`config.mk`:
```
export PLATFORM = sky130hd
export DESIGN_NAME = cacheline_adaptor
export DESIGN_NICKNAME = d
export VERILOG_FILES = /design/src/rtl/cacheline_adaptor_pkg.sv /design/src/rtl/cacheline_adaptor_line_shift_buffer.sv /design/src/rtl/cacheline_adaptor.sv
export SDC_FILE = /design/constraint.sdc
export NUM_CORES = 1
export LEC_CHECK = 0
export ABC_AREA = 1
export BUFFER_PORTS_ARGS = -buffer_cell sky130_fd_sc_hd__buf_2
export CAP_MARGIN = 20
export CORE_AREA = 5 5 276 278
export CTS_BUF_LIST = sky130_fd_sc_hd__clkbuf_2 sky130_fd_sc_hd__clkbuf_4 sky130_fd_sc_hd__clkbuf_8
export CTS_CLUSTER_SIZE = 12
export DETAILED_ROUTE_END_ITERATION = 10
export DIE_AREA = 0 0 281 283
export HOLD_SLACK_MARGIN = 0.05
export SYNTH_ARGS = -nofsm -noshare
export SYNTH_HDL_FRONTEND = slang
export SYNTH_HIERARCHICAL = 1
export SYNTH_SLANG_ARGS = --single-unit
```
`constraint.sdc`:
```
create_clock -name clk -period 2.58 [get_ports clk]
set_clock_uncertainty 0.15 [all_clocks]
set_input_delay 0.129 -clock clk [delete_from_list [all_inputs] [get_ports clk]]
set_output_delay 0.129 -clock clk [all_outputs]
set_load 0.01 [all_outputs]
```
`src/rtl/cacheline_adaptor_pkg.sv`:
```
// Shared types and constants for the cache-line <-> memory-burst adaptor.
package cacheline_adaptor_pkg;

  localparam int S_LINE   = 256;
  localparam int S_BURST  = 64;
  localparam int N_BEATS  = S_LINE / S_BURST;
  localparam int S_OFFSET = 5;
  localparam int S_ADDR   = 32;
  localparam int S_CNT    = $clog2(N_BEATS);

  typedef logic [S_LINE-1:0]  cacheline_t;
  typedef logic [S_BURST-1:0] burst_t;
  typedef logic [S_CNT-1:0]   beat_cnt_t;

  localparam beat_cnt_t LAST_BEAT = beat_cnt_t'(N_BEATS - 1);

  typedef enum logic [1:0] {
    IDLE  = 2'd0,
    READ  = 2'd1,
    WRITE = 2'd2,
    DONE  = 2'd3
  } adaptor_state_t;

  // Memory bursts always start on a line boundary.
  function automatic logic [S_ADDR-1:0] align_addr(input logic [S_ADDR-1:0] addr);
    return {addr[S_ADDR-1:S_OFFSET], {S_OFFSET{1'b0}}};
  endfunction

endpackage

```
`src/rtl/cacheline_adaptor_line_shift_buffer.sv`:
```
// Line storage and beat counter: assembles read beats into a line and
// serves the latched writeback line one beat at a time.
module cacheline_adaptor_line_shift_buffer
  import cacheline_adaptor_pkg::*;
(
  input  logic               clk,
  input  logic               rst,
  input  logic               load_i,
  input  logic [S_LINE-1:0]  line_i,
  input  logic               capture_i,
  input  logic [S_BURST-1:0] burst_i,
  input  logic               adv_i,
  input  logic               clr_i,
  output logic [S_LINE-1:0]  rd_line_o,
  output logic [S_BURST-1:0] wr_beat_o,
  output logic [S_CNT-1:0]   cnt_o
);

  // The read line lives apart from the writeback line so line_o keeps the
  // last read result across intervening writebacks.
  burst_t [N_BEATS-1:0] rd_beats_q, rd_beats_d;
  burst_t [N_BEATS-1:0] wr_beats_q, wr_beats_d;
  beat_cnt_t            cnt_q, cnt_d;

  always_comb begin
    rd_beats_d = rd_beats_q;
    wr_beats_d = wr_beats_q;
    cnt_d      = cnt_q;
    if (load_i) begin
      wr_beats_d = line_i;
    end
    if (capture_i) begin
      rd_beats_d[cnt_q] = burst_i;
    end
    if (clr_i) begin
      cnt_d = '0;
    end else if (adv_i) begin
      cnt_d = cnt_q + 1'b1;
    end
  end

  always_ff @(posedge clk or negedge rst) begin
    if (!rst) begin
      rd_beats_q <= '0;
      wr_beats_q <= '0;
      cnt_q      <= '0;
    end else begin
      rd_beats_q <= rd_beats_d;
      wr_beats_q <= wr_beats_d;
      cnt_q      <= cnt_d;
    end
  end

  assign rd_line_o = rd_beats_q;
  assign wr_beat_o = wr_beats_q[cnt_q];
  assign cnt_o     = cnt_q;

endmodule

```
`src/rtl/cacheline_adaptor.sv`:
```
// Converts one 256-bit cache line read/writeback into a 4-beat 64-bit
// memory burst and returns a single-cycle completion pulse.
module cacheline_adaptor
  import cacheline_adaptor_pkg::*;
(
  input  logic                clk,
  input  logic                rst,
  input  logic [S_LINE-1:0]   line_i,
  output logic [S_LINE-1:0]   line_o,
  input  logic [S_ADDR-1:0]   address_i,
  input  logic                read_i,
  input  logic                write_i,
  output logic                resp_o,
  input  logic [S_BURST-1:0]  burst_i,
  output logic [S_BURST-1:0]  burst_o,
  output logic [S_ADDR-1:0]   address_o,
  output logic                read_o,
  output logic                write_o,
  input  logic                resp_i,
  output adaptor_state_t      state_o
);

  // Handshakes: the cache holds read_i/write_i until the one-cycle resp_o;
  // read_o/write_o stay high until the 4th beat, and each cycle with
  // resp_i high transfers exactly one beat (resp_i low stalls the burst).

  adaptor_state_t    state_q, state_d;
  logic [S_ADDR-1:0] addr_q, addr_d;
  logic              load_wr, capture, adv, clr;
  beat_cnt_t         cnt;
  burst_t            wr_beat;

  cacheline_adaptor_line_shift_buffer u_buf (
    .clk       (clk),
    .rst       (rst),
    .load_i    (load_wr),
    .line_i    (line_i),
    .capture_i (capture),
    .burst_i   (burst_i),
    .adv_i     (adv),
    .clr_i     (clr),
    .rd_line_o (line_o),
    .wr_beat_o (wr_beat),
    .cnt_o     (cnt)
  );

  always_ff @(posedge clk or negedge rst) begin
    if (!rst) begin
      state_q <= IDLE;
      addr_q  <= '0;
    end else begin
      state_q <= state_d;
      addr_q  <= addr_d;
    end
  end

  always_comb begin
    state_d   = state_q;
    addr_d    = addr_q;
    load_wr   = 1'b0;
    capture   = 1'b0;
    adv       = 1'b0;
    clr       = 1'b0;
    read_o    = 1'b0;
    write_o   = 1'b0;
    resp_o    = 1'b0;
    address_o = '0;
    burst_o   = '0;
    case (state_q)
      IDLE: begin
        // A dirty writeback wins if the cache ever raises both requests.
        if (write_i) begin
          state_d = WRITE;
          addr_d  = align_addr(address_i);
          load_wr = 1'b1;
        end else if (read_i) begin
          state_d = READ;
          addr_d  = align_addr(address_i);
        end
      end
      READ: begin
        read_o    = 1'b1;
        address_o = addr_q;
        if (resp_i) begin
          capture = 1'b1;
          adv     = 1'b1;
          if (cnt == LAST_BEAT) state_d = DONE;
        end
      end
      WRITE: begin
        write_o   = 1'b1;
        address_o = addr_q;
        burst_o   = wr_beat;
        if (resp_i) begin
          adv = 1'b1;
          if (cnt == LAST_BEAT) state_d = DONE;
        end
      end
      DONE: begin
        resp_o  = 1'b1;
        clr     = 1'b1;
        state_d = IDLE;
      end
      default: state_d = IDLE;
    endcase
  end

  assign state_o = state_q;

endmodule
```
== Word level (Yosys, flattened, before mapping) ==
Index checks and enable logic that the tools add are counted.

* Logic and storage cells: 52
* Flip-flop bits (word level): 548
* Output and inout bits: 357

* $lt $le $gt $ge: 2
* Add/subtract/negate cells: 1
* Eq/ne operators: 7
* Reduce and logical (&&, ||, !) cells: 7
* Mux-type cells: 24

{| class="wikitable"
|+ Operators with widths
! operator !! count
|-
| 256-bit bitwise mux || 1
|-
| 64-bit 2-to-1 mux || 3
|-
| 64-bit binary-select mux with 2-bit select || 1
|-
| 64-bit demux with 2-bit select || 1
|-
| 32-bit 2-to-1 mux || 3
|-
| 2-bit 2-to-1 mux || 6
|-
| 1-bit 2-to-1 mux || 8
|-
| 2-bit equality test (second input constant) || 3
|-
| 2-bit one-hot mux with 3 select lines || 1
|-
| 2-bit by 1-bit != test with 1-bit output (second input constant) || 2
|-
| 2-bit nonzero test || 2
|-
| 2-bit by 3-bit < comparator with 1-bit output (second input constant) || 1
|-
| 3-bit != test (second input constant) || 1
|-
| 3-bit AND reduction || 1
|-
| 2-bit by 1-bit adder with 2-bit output (second input constant) || 1
|-
| 2-bit by 1-bit equality test with 1-bit output (second input constant) || 1
|-
| 2-bit by 1-bit greater-or-equal comparator with 1-bit output (second input constant) || 1
|-
| 2-bit logical NOT || 1
|-
| 2-bit AND reduction || 1
|-
| 2-bit OR reduction || 1
|-
| 1-bit logical AND || 1
|}

== Logic depth before layout (Yosys ltp) ==
Gate-level depths: netlist (run 1).

* Depth in word-level cells: 5
* Depth in mapped cells: 11

== Cells and area by module ==
The synthesis (run 1) kept the hierarchy.

{| class="wikitable"
|+ Modules (own cells, without submodules)
! module !! instances !! area each (sq um) !! cells each
|-
| cacheline_adaptor_line_shift_buffer || 1 || 21301.7 || 2478
|-
| cacheline_adaptor || 1 || 2050.7 || 345
|}

== Worst setup path before layout (run 1) ==
No wires, ideal clock.

* Path kind: register to register
* Start: register state_q[0] (netlist: state_o[0])
* End: register u_buf/wr_beats_q[143] (netlist name)
* Library setup time: 0.132 ns
* Cell stages (with the launch flop): 12
* Required time: 2.298 ns
* Clock period less this slack: 1.910 ns
* Slack: 0.670 ns
* Arrival: 1.628 ns
* Cell sequence: dfrtp_1 > inv_1 > ha_1 > nand2_1 > inv_1 > buf_4 > buf_6 > buf_6 > buf_8 > buf_6 > nand2_1 > o21ai_1

* Cells in the longest elaborated chain, start to end: 2

{| class="wikitable"
|+ Ends and longest elaborated chain
! what !! RTL line !! text
|-
| start: declaration || cacheline_adaptor.sv:27 || <nowiki>adaptor_state_t state_q, state_d;</nowiki>
|-
| start signal: assignment || cacheline_adaptor.sv:52 || <nowiki>state_q <= state_d;</nowiki>
|-
| 2-bit logical NOT || cacheline_adaptor.sv:69 || <nowiki>case (state_q)</nowiki>
|-
| 1-bit 2-to-1 mux || cacheline_adaptor.sv:69 ||
|-
| net load_wr || cacheline_adaptor.sv:29 || <nowiki>logic load_wr, capture, adv, clr;</nowiki>
|-
| end signal: assignment || cacheline_adaptor_line_shift_buffer.sv:49 || <nowiki>wr_beats_q <= wr_beats_d;</nowiki>
|-
| end: declaration || cacheline_adaptor_line_shift_buffer.sv:22 || <nowiki>burst_t [N_BEATS-1:0] wr_beats_q, wr_beats_d;</nowiki>
|}

The timed path passes the listed nets, and every way through them passes these cells.
A chain may end at the register's enable or synchronous reset.

== Final worst setup path (run 1) ==
* Start: register u_buf.cnt_q[0] (netlist: u_buf/cnt_o[0])
* End: output burst_o[36]

* Cells in the longest elaborated chain, start to end: 3

{| class="wikitable"
|+ Ends and longest elaborated chain
! what !! RTL line !! text
|-
| start: declaration || cacheline_adaptor_line_shift_buffer.sv:23 || <nowiki>beat_cnt_t cnt_q, cnt_d;</nowiki>
|-
| start signal: assignment || cacheline_adaptor_line_shift_buffer.sv:50 || <nowiki>cnt_q <= cnt_d;</nowiki>
|-
| 64-bit binary-select mux with 2-bit select || cacheline_adaptor_line_shift_buffer.sv:55 || <nowiki>assign wr_beat_o = wr_beats_q[cnt_q];</nowiki>
|-
| 64-bit 2-to-1 mux (not written as such) || cacheline_adaptor_line_shift_buffer.sv:55 ||
|-
| net wr_beat[36] || cacheline_adaptor.sv:31 || <nowiki>burst_t wr_beat;</nowiki>
|-
| 64-bit 2-to-1 mux || cacheline_adaptor.sv:69 ||
|-
| end: declaration || cacheline_adaptor.sv:15 || <nowiki>output logic [S_BURST-1:0] burst_o,</nowiki>
|}

The timed path passes the listed nets, and every way through them passes these cells. The select of a mux whose other input is x is not followed.

==> reports/metrics.csv, run 1 <==
stage;metric;value;unit
setup_path;CP max stage cell;dfrtp_4;
setup_path;Critical Path AT;2230;ps
pwr;Worst VDD drop;0.000570;V
worst_hold_path;Worst Hold Class;input port to flip-flop;
cells_and_area;Non-Filler Instances;5222;
logic_synthesis;top-area cell type share of the netlist area;58.2;%
placed_design;DP HPWL;53.0;mm
clocking;clk_lat worst skew;650;ps
clocking;clk buf depth;3;
placed_design;I/O Buffers;703;
logic_synthesis;post-synthesis compound-gate area fraction;11.7;%
logic_synthesis;leading area contributor after synthesis;dfrtp_1;
pwr;leakage;19.9;nW
floorplan;Rows;100;
cells_and_area;share of cells above drive strength 1;22.7;%
logic_synthesis;Synth cell types;18;
sta;normalized max-slew margin;46.9;%
logic_synthesis;mux contribution to synthesized area;0;%
route;DRT iter0 DRCs;2003;
pwr;pwr/cell area;1080;mW/mm2
setup_path;startpoint types;flip-flop;
pwr;Pint;23.7;mW
pwr;Sw Share;40.4;%
clocking;clock slew at reported path FFs;60;ps
floorplan;Die W;281;um
logic_synthesis;Synth top cells by count;970 x nand2_1, 543 x dfrtp_1, 448 x inv_1, 357 x o21ai_0, 184 x o21ai_1;
route;DRC viols;0;
pwr;Reg power frac;35.3;%
logic_synthesis;Mapped Area;0.0234;mm2
setup_path;worst-path maximum fanout;26;
logic_synthesis;Post-Syn Instances;2823;
sta;Final Cycle Share;97.2;%
route;ANT nets after route;0;
logic_synthesis;Seq cells post-synth;543;
sta;count of final max-slew check failures;0;
sta;Slew @ Worst Pin;797;ps
pwr;total power;39.8;mW
sta;final hold viol count;0;
setup_path;crit-path most repeated cell;nand2_1;
global_routing;initial antenna violation count;12;
sta;min Tclk post-route;2510;ps
logic_synthesis;Synth area leaders;dfrtp_1 58%, nand2_1 16%, o21ai_0 7.7%;
logic_synthesis;syn avg cell area;8.27;um2
logic_synthesis;EDFF count, synth;0;
placed_design;Cells after DPL;4387;
logic_synthesis;most common cell in the synthesized netlist;nand2_1;
logic_synthesis;Yosys warnings;6;
pwr;Net Switching;16.1;mW
logic_synthesis;register area share after synthesis;58.2;%
logic_synthesis;XOR/XNOR share of the synthesized area;0;%
global_routing;total track usage;22.0;%
setup_path;critical-path cell list;clkinv_8 -> buf_16 -> nand2_1 -> nand3_1 -> nand2_1 -> nand2_1 -> inv_1 -> buf_2;
cells_and_area;Fillers;6473;
logic_synthesis;main combinational cell family by area after synthesis;simple AND/OR/NAND/NOR gates;
setup_path;Worst Path Required;2300;ps
pwr;Clock power frac;21.2;%
clocking;total CTS buffers;94;
cells_and_area;Nets;4537;
clocking;CTS tree;yes;
global_routing;first-pass GRT wire length;141;mm
floorplan;Initial Util;31.7;%
setup_path;Largest stage delay, worst path;540;ps
route;via count;24900;
setup_path;reg2reg start;u_buf/cnt_o[0]$_DFFE_PN0P_;
floorplan;Core Box Area;0.0737;mm2
route;vias per cell;4.77;
clocking;H-tree Lvls;3;
route;DRT Pass-1 Iters;6;
floorplan;I/O pins;714;
route;WL/cell;17.8;um
placed_design;Placer Congestion;0.840;
logic_synthesis;async set-reset flop share out of synthesis;100;%
job;Max Cap Viol;0;
setup_path;Worst Setup SP;u_buf/cnt_o[0]$_DFFE_PN0P_;
sta;RSZ-0062 raised after global routing;true;
floorplan;die area;0.0795;mm2
setup_path;WS Path Type;flip-flop to output pin;
global_routing;vias in the first global route;25800;
global_routing;largest net degree at the start of global routing;94;
route;Total Wirelength;93.1;mm
setup_path;Setup crit end kind;output pin;
global_routing;GRT overflow;0;
floorplan;Die Ht;283;um
clocking;CTS sink count;543;
sta;Max Fclk;399;MHz
sta;# setup viols final;0;
worst_hold_path;min-delay src;line_i[115];
logic_synthesis;most common flop cell mapped by yosys;dfrtp_1;
logic_synthesis;area share of fa/ha/maj cells after synthesis;0.482;%
logic_synthesis;simple-gate share of the synthesized area;18.5;%
outcome;run status;finished clean;
pwr;part of the power in combinational logic;43.5;%
clocking;Root Driver;clkbuf_8;
cells_and_area;area grow syn2layout;57.9;%
==> layout by cell type (no fill, tap or decap) <==
cell / count
nand2_1: 965
buf_2: 702
dlygate4sd3_1: 646
dfrtp_1: 540
inv_1: 445
o21ai_0: 357
o21ai_1: 184
nand3_1: 130
clkbuf_8: 118
buf_4: 38
clkbuf_4: 34
buf_12: 21
diode_2: 11
clkinv_2: 7
buf_16: 7
ha_1: 6
clkinv_8: 5
conb_1: 5
clkbuf_16: 5
nand2_4: 4
clkinvlp_4: 3
nand3_2: 3
inv_2: 2
ha_2: 2
buf_6: 2
buf_8: 2
dfrtp_2: 2
o21ai_4: 1
nor2_1: 1
ha_4: 1
inv_12: 1
bufinv_16: 1
nand2_2: 1
dfrtp_4: 1
==> per-layer routing <==
metal	up-vias	track usage [%]	part of all wire (%)
met1	11600	26.1	38
met4	2	12.2	5.8
met2	1531	37.1	47
li1	11400	-	-
met3	403	4.92	8.9
met5	-	0	0.014
==> timing repair <==
item,in CTS,in global routing
gates cloned,1,6
pin swaps,0,3
gates resized for setup,2,19
buffers inserted,0,4
hold buffers,646,0
endpoints found under the hold margin,1086,0
endpoints found under the setup margin,13,55
==> flip-flops by register name, summed over array words and instances, names as in the netlist <==
name	count
addr_q	27
u_buf/cnt_o	2
u_buf/wr_beats_q	256
state_o	2
u_buf/rd_line_o	256
==> cell families (layout without fill, tap and decap cells) <==
| kind of cell | count (synthesis) | in the layout |
|---|---|---|
| other | 1 | 16 |
| DFF | 543 | 543 |
| AOI/OAI and AO/OA | 542 | 542 |
| and+or+nand+nor | 1104 | 1104 |
| buffers and inverters | 624 | 2039 |
| adders and majority gates | 9 | 9 |
==> layout make-up <==
type	instances	area (um2)	area share, %
antenna	11	27.5	0.0747
clock inverter	15	153	0.414
timing repair buffer	1423	11100	30.0
sequential	543	13600	36.9
tap	969	1210	3.29
inverter	449	1710	4.64
multi-input combinational	1660	7230	19.6
clock buffer	152	1880	5.10
==> through the flow <==
stage	TNS, ps	area [um2]	hold slack, ps	util, %	setup WS, ps
2_1_floorplan	0	23400	-317	-	670
3_3_place_gp	0	28000	84.8	38.0	410
3_5_place_dp	0	28000	76.6	38.1	331
4_1_cts	-147	36600	51.5	49.6	-36.4
5_1_grt	-1.95	36900	85.8	50.0	-1.95
6_report	0	36900	117	50.0	73.3
==> critical path, delay by kind of cell (launching register included) <==
family | cells | cell delay [ps]
buffers and inverters | 4 | 570
DFF | 1 | 540
and+or+nand+nor | 4 | 440
==> power groups by stage <==
stage | Sequential [mW] | Clock (mW) | Combinational (mW)
6_report | 14.0 | 8.42 | 17.3
5_1_grt | 14.4 | 8.99 | 19.0
4_1_cts | 13.9 | 8.57 | 16.1
3_5_place_dp | 14.0 | 0 | 14.7
3_3_place_gp | 13.9 | 0 | 14.4
2_1_floorplan | 14.6 | 0 | 8.30
==> final timing paths <==
| kind | end | slack (ps) | cells after the start |
|---|---|---|---|
| max in group asynchronous | u_buf/rd_line_o[129]$_DFFE_PN0P_ | 900 | 4 |
| hold reg to reg | u_buf/rd_line_o[7]$_DFFE_PN0P_ | 330 | 2 |
| setup reg to reg | state_o[1]$_DFFE_PN0P_ | 120 | 7 |
| setup / recovery | burst_o[36] | 70 | 8 |
| min in group asynchronous | u_buf/wr_beats_q[197]$_DFFE_PN0P_ | 510 | 3 |
| hold / removal | u_buf/wr_beats_q[115]$_DFFE_PN0P_ | 120 | 4 |
No activity file was read; power rests on OpenSTA's default activity.
==> run 2: changes to the inputs <==
- BUFFER_PORTS_ARGS: -buffer_cell sky130_fd_sc_hd__buf_2 -> default
- CORE_AREA: 5 5 276 278 -> 5 5 272 274
- DIE_AREA: 0 0 281 283 -> 0 0 277 279
- DONT_BUFFER_PORTS: default -> 1
==> reports/metrics.csv, run 2 (same netlist as run 1, synthesis figures left out) <==
stage;metric;value;unit
outcome;run status;finished with violations;
outcome;violated checks;negative hold slack, max-slew violations;
setup_path;reg2reg path depth;7;
clocking;CTS tree;yes;
setup_path;Worst Setup SP;u_buf/cnt_o[0]$_DFFE_PN0P_;
sta;RSZ-0062 raised after global routing;true;
placed_design;I/O Buffers;0;
clocking;H-tree Lvls;3;
cells_and_area;final core occ;47.1;%
setup_path;FF-to-FF setup slack;120;ps
sta;Hold WS;-1010;ps
floorplan;Initial Util;32.8;%
clocking;clk buf depth;3;
floorplan;die area;0.0773;mm2
route;ANT nets after route;0;
cells_and_area;share of cells above drive strength 1;6.43;%
cells_and_area;Fillers;6182;
setup_path;worst-path maximum fanout;40;
cells_and_area;commonest cells after routing, fill and taps aside;965 x nand2_1, 697 x dlygate4sd3_1, 540 x dfrtp_1, 445 x inv_1, 357 x o21ai_0;
setup_path;Critical R2R Capture;u_buf/wr_beats_q[123]$_DFFE_PN0P_;
global_routing;M3 GR Usage;6.87;%
sta;Slew @ Worst Pin;3110;ps
setup_path;Largest stage delay, worst path;530;ps
job;Max Cap Viol;0;
setup_path;Worst Path Required;2300;ps
global_routing;GRT overflow;0;
setup_path;startpoint types;flip-flop;
route;DRT Pass-1 Iters;9;
placed_design;Cells after DPL;3643;
route;WL/cell;19.8;um
route;DRC viols;0;
global_routing;largest net degree at the start of global routing;544;
global_routing;met2 global-route usage;36.7;%
cells_and_area;most common cell after layout, fill and taps aside;nand2_1;
floorplan;Die W;277;um
setup_path;critical-path cell list;clkinv_8 -> buf_16 -> nand2_1 -> nand3_1 -> nand2_1 -> nand2_1 -> inv_1;
sta;Final WS setup;109;ps
placed_design;pre-CTS WS;411;ps
setup_path;Critical Path AT;2190;ps
route;vias per cell;5.00;
sta;min Tclk post-route;2470;ps
worst_hold_path;Worst Hold Class;input port to asynchronous set/reset pin;
placed_design;DP HPWL;48.3;mm
cells_and_area;Multi-input gate area;0.00723;mm2
setup_path;CP max stage cell;dfrtp_4;
sta;normalized max-slew margin;-108;%
global_routing;first-pass GRT wire length;137;mm
clocking;clk_lat worst skew;670;ps
sta;final hold viol count;543;
setup_path;reg2reg start;state_o[0]$_DFFE_PN0P_;
global_routing;GRT busiest layer;met2;
setup_path;Setup crit end kind;output pin;
sta;# setup viols final;0;
pwr;Worst VDD drop;0.000658;V
setup_path;WS Path Type;flip-flop to output pin;
sta;count of final max-slew check failures;337;
pwr;leakage;16.8;nW
cells_and_area;Non-Filler Instances;4519;
pwr;total power;37.7;mW
global_routing;routing usage on met1;25.0;%
cells_and_area;Sequential Area;0.0136;mm2
cells_and_area;area grow syn2layout;43.6;%
global_routing;initial antenna violation count;7;
route;via count;22600;
route;Total Wirelength;89.3;mm
route;DRT iter0 DRCs;2225;
floorplan;Rows;98;
global_routing;total track usage;22.0;%
setup_path;crit-path most repeated cell;nand2_1;
floorplan;I/O pins;714;
setup_path;end point of the critical path;burst_o[16];
sta;Final Cycle Share;95.8;%
clocking;total CTS buffers;95;
clocking;clock slew at reported path FFs;70;ps
placed_design;Placer Congestion;0.870;
clocking;Root Driver;clkbuf_8;
clocking;Hold Buf Count CTS;697;
clocking;CTS sink count;543;
sta;Max Fclk;405;MHz
global_routing;vias in the first global route;23700;
floorplan;Die Ht;279;um
floorplan;Core Box Area;0.0711;mm2
pwr;pwr/cell area;1120;mW/mm2
cells_and_area;Nets;3858;
## run 2: changes by cell type in the layout (fill, tap and decap cells not counted), sizes merged
cell / previous run / this run
buf: 772 / 44
dlygate4sd3: 646 / 697
clkbuf: 157 / 151
diode: 11 / 7
inv: 448 / 452
bufinv: 1 / 3
clkinvlp: 3 / 1
clkinv: 12 / 11
## run 2: cell type report
| cell class | instances | share of cell area, % |
|---|---|---|
| Multi-Input combinational cell | 1660 | 21.6 |
| Clock buffer | 151 | 5.64 |
| Clock inverter | 16 | 0.534 |
| Antenna cell | 7 | 0.0522 |
| Timing Repair Buffer | 741 | 22.9 |
| Inverter | 449 | 5.15 |
| Tap cell | 950 | 3.55 |
| Timing Repair inverter | 2 | 0.0522 |
| Sequential cell | 543 | 40.5 |
## run 2: critical path, delay by kind of cell (launching register included)
kind	cells	cell delay (ps)
buf+inv	3	500
simple gates	4	490
flops	1	530
## run 2: layer usage
layer / vias to the layer above / wire length, um
met2: 1529 / 42900
met5: - / 0
met1: 10700 / 32100
met3: 408 / 8720
li1: 9980 / -
met4: 0 / 5640
## run 2: what timing repair did
item / in CTS / in global routing
setup endpoints to repair: 85 / 35
hold endpoints to repair: 1086 / 543
setup buffers: 0 / 1
resized for setup: 10 / 12
gates cloned: 2 / 2
## run 2: worst min-delay path by stage
| stage | start | to | slack [ps] | cells after the start |
|---|---|---|---|---|
| after floorplan | rst | addr_q[10]$_DFFE_PN0P_ | -320 | 0 |
| after global placement | rst | u_buf/wr_beats_q[199]$_DFFE_PN0P_ | -300 | 0 |
| after detailed placement | rst | u_buf/wr_beats_q[199]$_DFFE_PN0P_ | -300 | 0 |
| after CTS | rst | u_buf/wr_beats_q[199]$_DFFE_PN0P_ | -1080 | 0 |
| after global routing | rst | u_buf/wr_beats_q[135]$_DFFE_PN0P_ | -1080 | 0 |
| final | rst | u_buf/wr_beats_q[135]$_DFFE_PN0P_ | -1010 | 0 |
## run 2: metrics by stage
stage | area (um2) | setup TNS [ps]
after global routing | 33500 | -36.2
after floorplan | 23400 | 0
final | 33500 | 0
after CTS | 33400 | 0
after global placement | 24300 | 0
after detailed placement | 24300 | 0
## run 2: power by group
group,switching (mW),internal (mW)
combinational,8.75,4.82
clock,3.75,4.86
sequential,3.15,12.4
total,15.6,22.1
==> run 3: changes to the inputs <==
- CORE_AREA: 5 5 272 274 -> 5 5 273 275
- DIE_AREA: 0 0 277 279 -> 0 0 278 280
==> reports/metrics.csv, run 3 (same netlist as run 1, synthesis figures left out) <==
stage;metric;value;unit
floorplan;Die W;278;um
sta;count of final max-slew check failures;360;
placed_design;DP HPWL;49.0;mm
sta;normalized max-slew margin;-100;%
sta;Max Fclk;403;MHz
clocking;CTS sink count;543;
setup_path;reg2reg start;state_o[0]$_DFFE_PN0P_;
floorplan;Die Ht;280;um
outcome;violated checks;negative hold slack, max-slew violations;
outcome;run status;finished with violations;
setup_path;Worst Path Required;2300;ps
route;vias per cell;4.99;
route;DRT iter0 DRCs;2204;
worst_hold_path;Worst Hold Class;input port to asynchronous set/reset pin;
sta;# setup viols final;0;
sta;Hold WS;-1020;ps
pwr;pwr/cell area;1130;mW/mm2
setup_path;Critical R2R Capture;u_buf/wr_beats_q[227]$_DFFE_PN0P_;
route;DRT Pass-1 Iters;6;
global_routing;vias in the first global route;23500;
setup_path;reg2reg path depth;8;
floorplan;I/O pins;714;
route;ANT nets after route;0;
cells_and_area;final core occ;46.9;%
clocking;total CTS buffers;93;
clocking;clk buf depth;3;
clocking;Root Driver;clkbuf_8;
cells_and_area;commonest cells after routing, fill and taps aside;965 x nand2_1, 707 x dlygate4sd3_1, 541 x dfrtp_1, 444 x inv_1, 357 x o21ai_0;
setup_path;Largest stage delay, worst path;540;ps
pwr;leakage;16.4;nW
floorplan;Rows;99;
sta;min Tclk post-route;2480;ps
cells_and_area;area grow syn2layout;44.9;%
setup_path;startpoint types;flip-flop;
global_routing;total track usage;20.9;%
floorplan;Initial Util;32.4;%
sta;Final Cycle Share;96.1;%
sta;Final WS setup;100;ps
sta;final hold viol count;543;
placed_design;I/O Buffers;0;
clocking;CTS tree;yes;
route;via count;22800;
placed_design;Cells after DPL;3659;
pwr;Worst VDD drop;0.000797;V
placed_design;pre-CTS WS;517;ps
setup_path;crit-path most repeated cell;nand2_1;
route;WL/cell;19.5;um
global_routing;first-pass GRT wire length;131;mm
cells_and_area;Non-Filler Instances;4565;
global_routing;GRT overflow;0;
cells_and_area;most common cell after layout, fill and taps aside;nand2_1;
clocking;clk_lat worst skew;670;ps
sta;Slew @ Worst Pin;3010;ps
floorplan;die area;0.0778;mm2
placed_design;Placer Congestion;0.850;
clocking;Hold Buf Count CTS;707;
setup_path;critical-path cell list;buf_16 -> buf_12 -> nand2_1 -> nand3_1 -> nand2_1 -> nand2_1 -> inv_1;
cells_and_area;Nets;3884;
global_routing;largest net degree at the start of global routing;544;
setup_path;Setup crit end kind;output pin;
setup_path;worst-path maximum fanout;28;
floorplan;Core Box Area;0.0721;mm2
setup_path;Critical Path AT;2200;ps
setup_path;FF-to-FF setup slack;140;ps
route;Total Wirelength;89.2;mm
job;Max Cap Viol;0;
cells_and_area;share of cells above drive strength 1;6.88;%
route;DRC viols;0;
setup_path;WS Path Type;flip-flop to output pin;
sta;Final TNS setup;0;ps
global_routing;initial antenna violation count;17;
clocking;clock slew at reported path FFs;60;ps
clocking;H-tree Lvls;3;
setup_path;CP max stage cell;dfrtp_4;
## run 3: through the flow
stage | total power [mW] | area, um2
6_report | 38.4 | 33800
5_1_grt | 40.8 | 33800
4_1_cts | 36.8 | 33500
3_5_place_dp | 26.2 | 24300
3_3_place_gp | 25.9 | 24300
2_1_floorplan | 22.9 | 23400
## run 3: metal layers
layer,GRT usage [%],wire length [um],part of all wire (%)
met1,23.9,32200,36
met3,6.57,9150,10
met4,12.9,5970,6.7
met5,0,13,0.015
met2,34.5,41800,47
## run 3: worst max path at each step
stage	start	to	slack [ps]	cells past startpoint
floorplan	state_o[0]$_DFFE_PN0P_	u_buf/wr_beats_q[143]$_DFFE_PN0P_	670	11
global placement	state_o[0]$_DFFE_PN0P_	u_buf/wr_beats_q[134]$_DFFE_PN0P_	560	7
detailed placement	state_o[1]$_DFFE_PN0P_	u_buf/rd_line_o[70]$_DFFE_PN0P_	520	8
CTS	u_buf/cnt_o[0]$_DFFE_PN0P_	burst_o[38]	6	7
global route	u_buf/cnt_o[0]$_DFFE_PN0P_	burst_o[19]	-20	7
finish	u_buf/cnt_o[0]$_DFFE_PN0P_	burst_o[17]	100	7
## run 3: worst max-delay path, delay by kind of cell (launching register included)
family	cells	cell delay, ps
flops	1	540
buf+inv	3	540
simple gates	4	410
## run 3: final cells by class
type | count | area, um2
antenna | 17 | 42.5
clock buffer | 153 | 1890
clock inverter | 13 | 143
fill | 6308 | 38300
inverter | 449 | 1720
multi-input combinational | 1660 | 7220
sequential | 543 | 13600
tap | 959 | 1200
timing repair buffer | 768 | 8010
timing repair inverter | 3 | 28.8
## run 3: repair_timing
action / in CTS / in global routing
setup endpoints to repair: 43 / 226
hold endpoints to repair: 1086 / 543
gates resized for setup: 15 / 20
cloned: 1 / 10
setup buffers: 0 / 4
## run 3: where the power goes
group	internal (mW)	total [mW]	switching [mW]	leakage [nW]
logic	5.53	14.5	8.96	8.52
registers	12.4	15.5	3.09	6.85
clock network	4.74	8.44	3.70	1.08
total	22.6	38.4	15.7	16.4
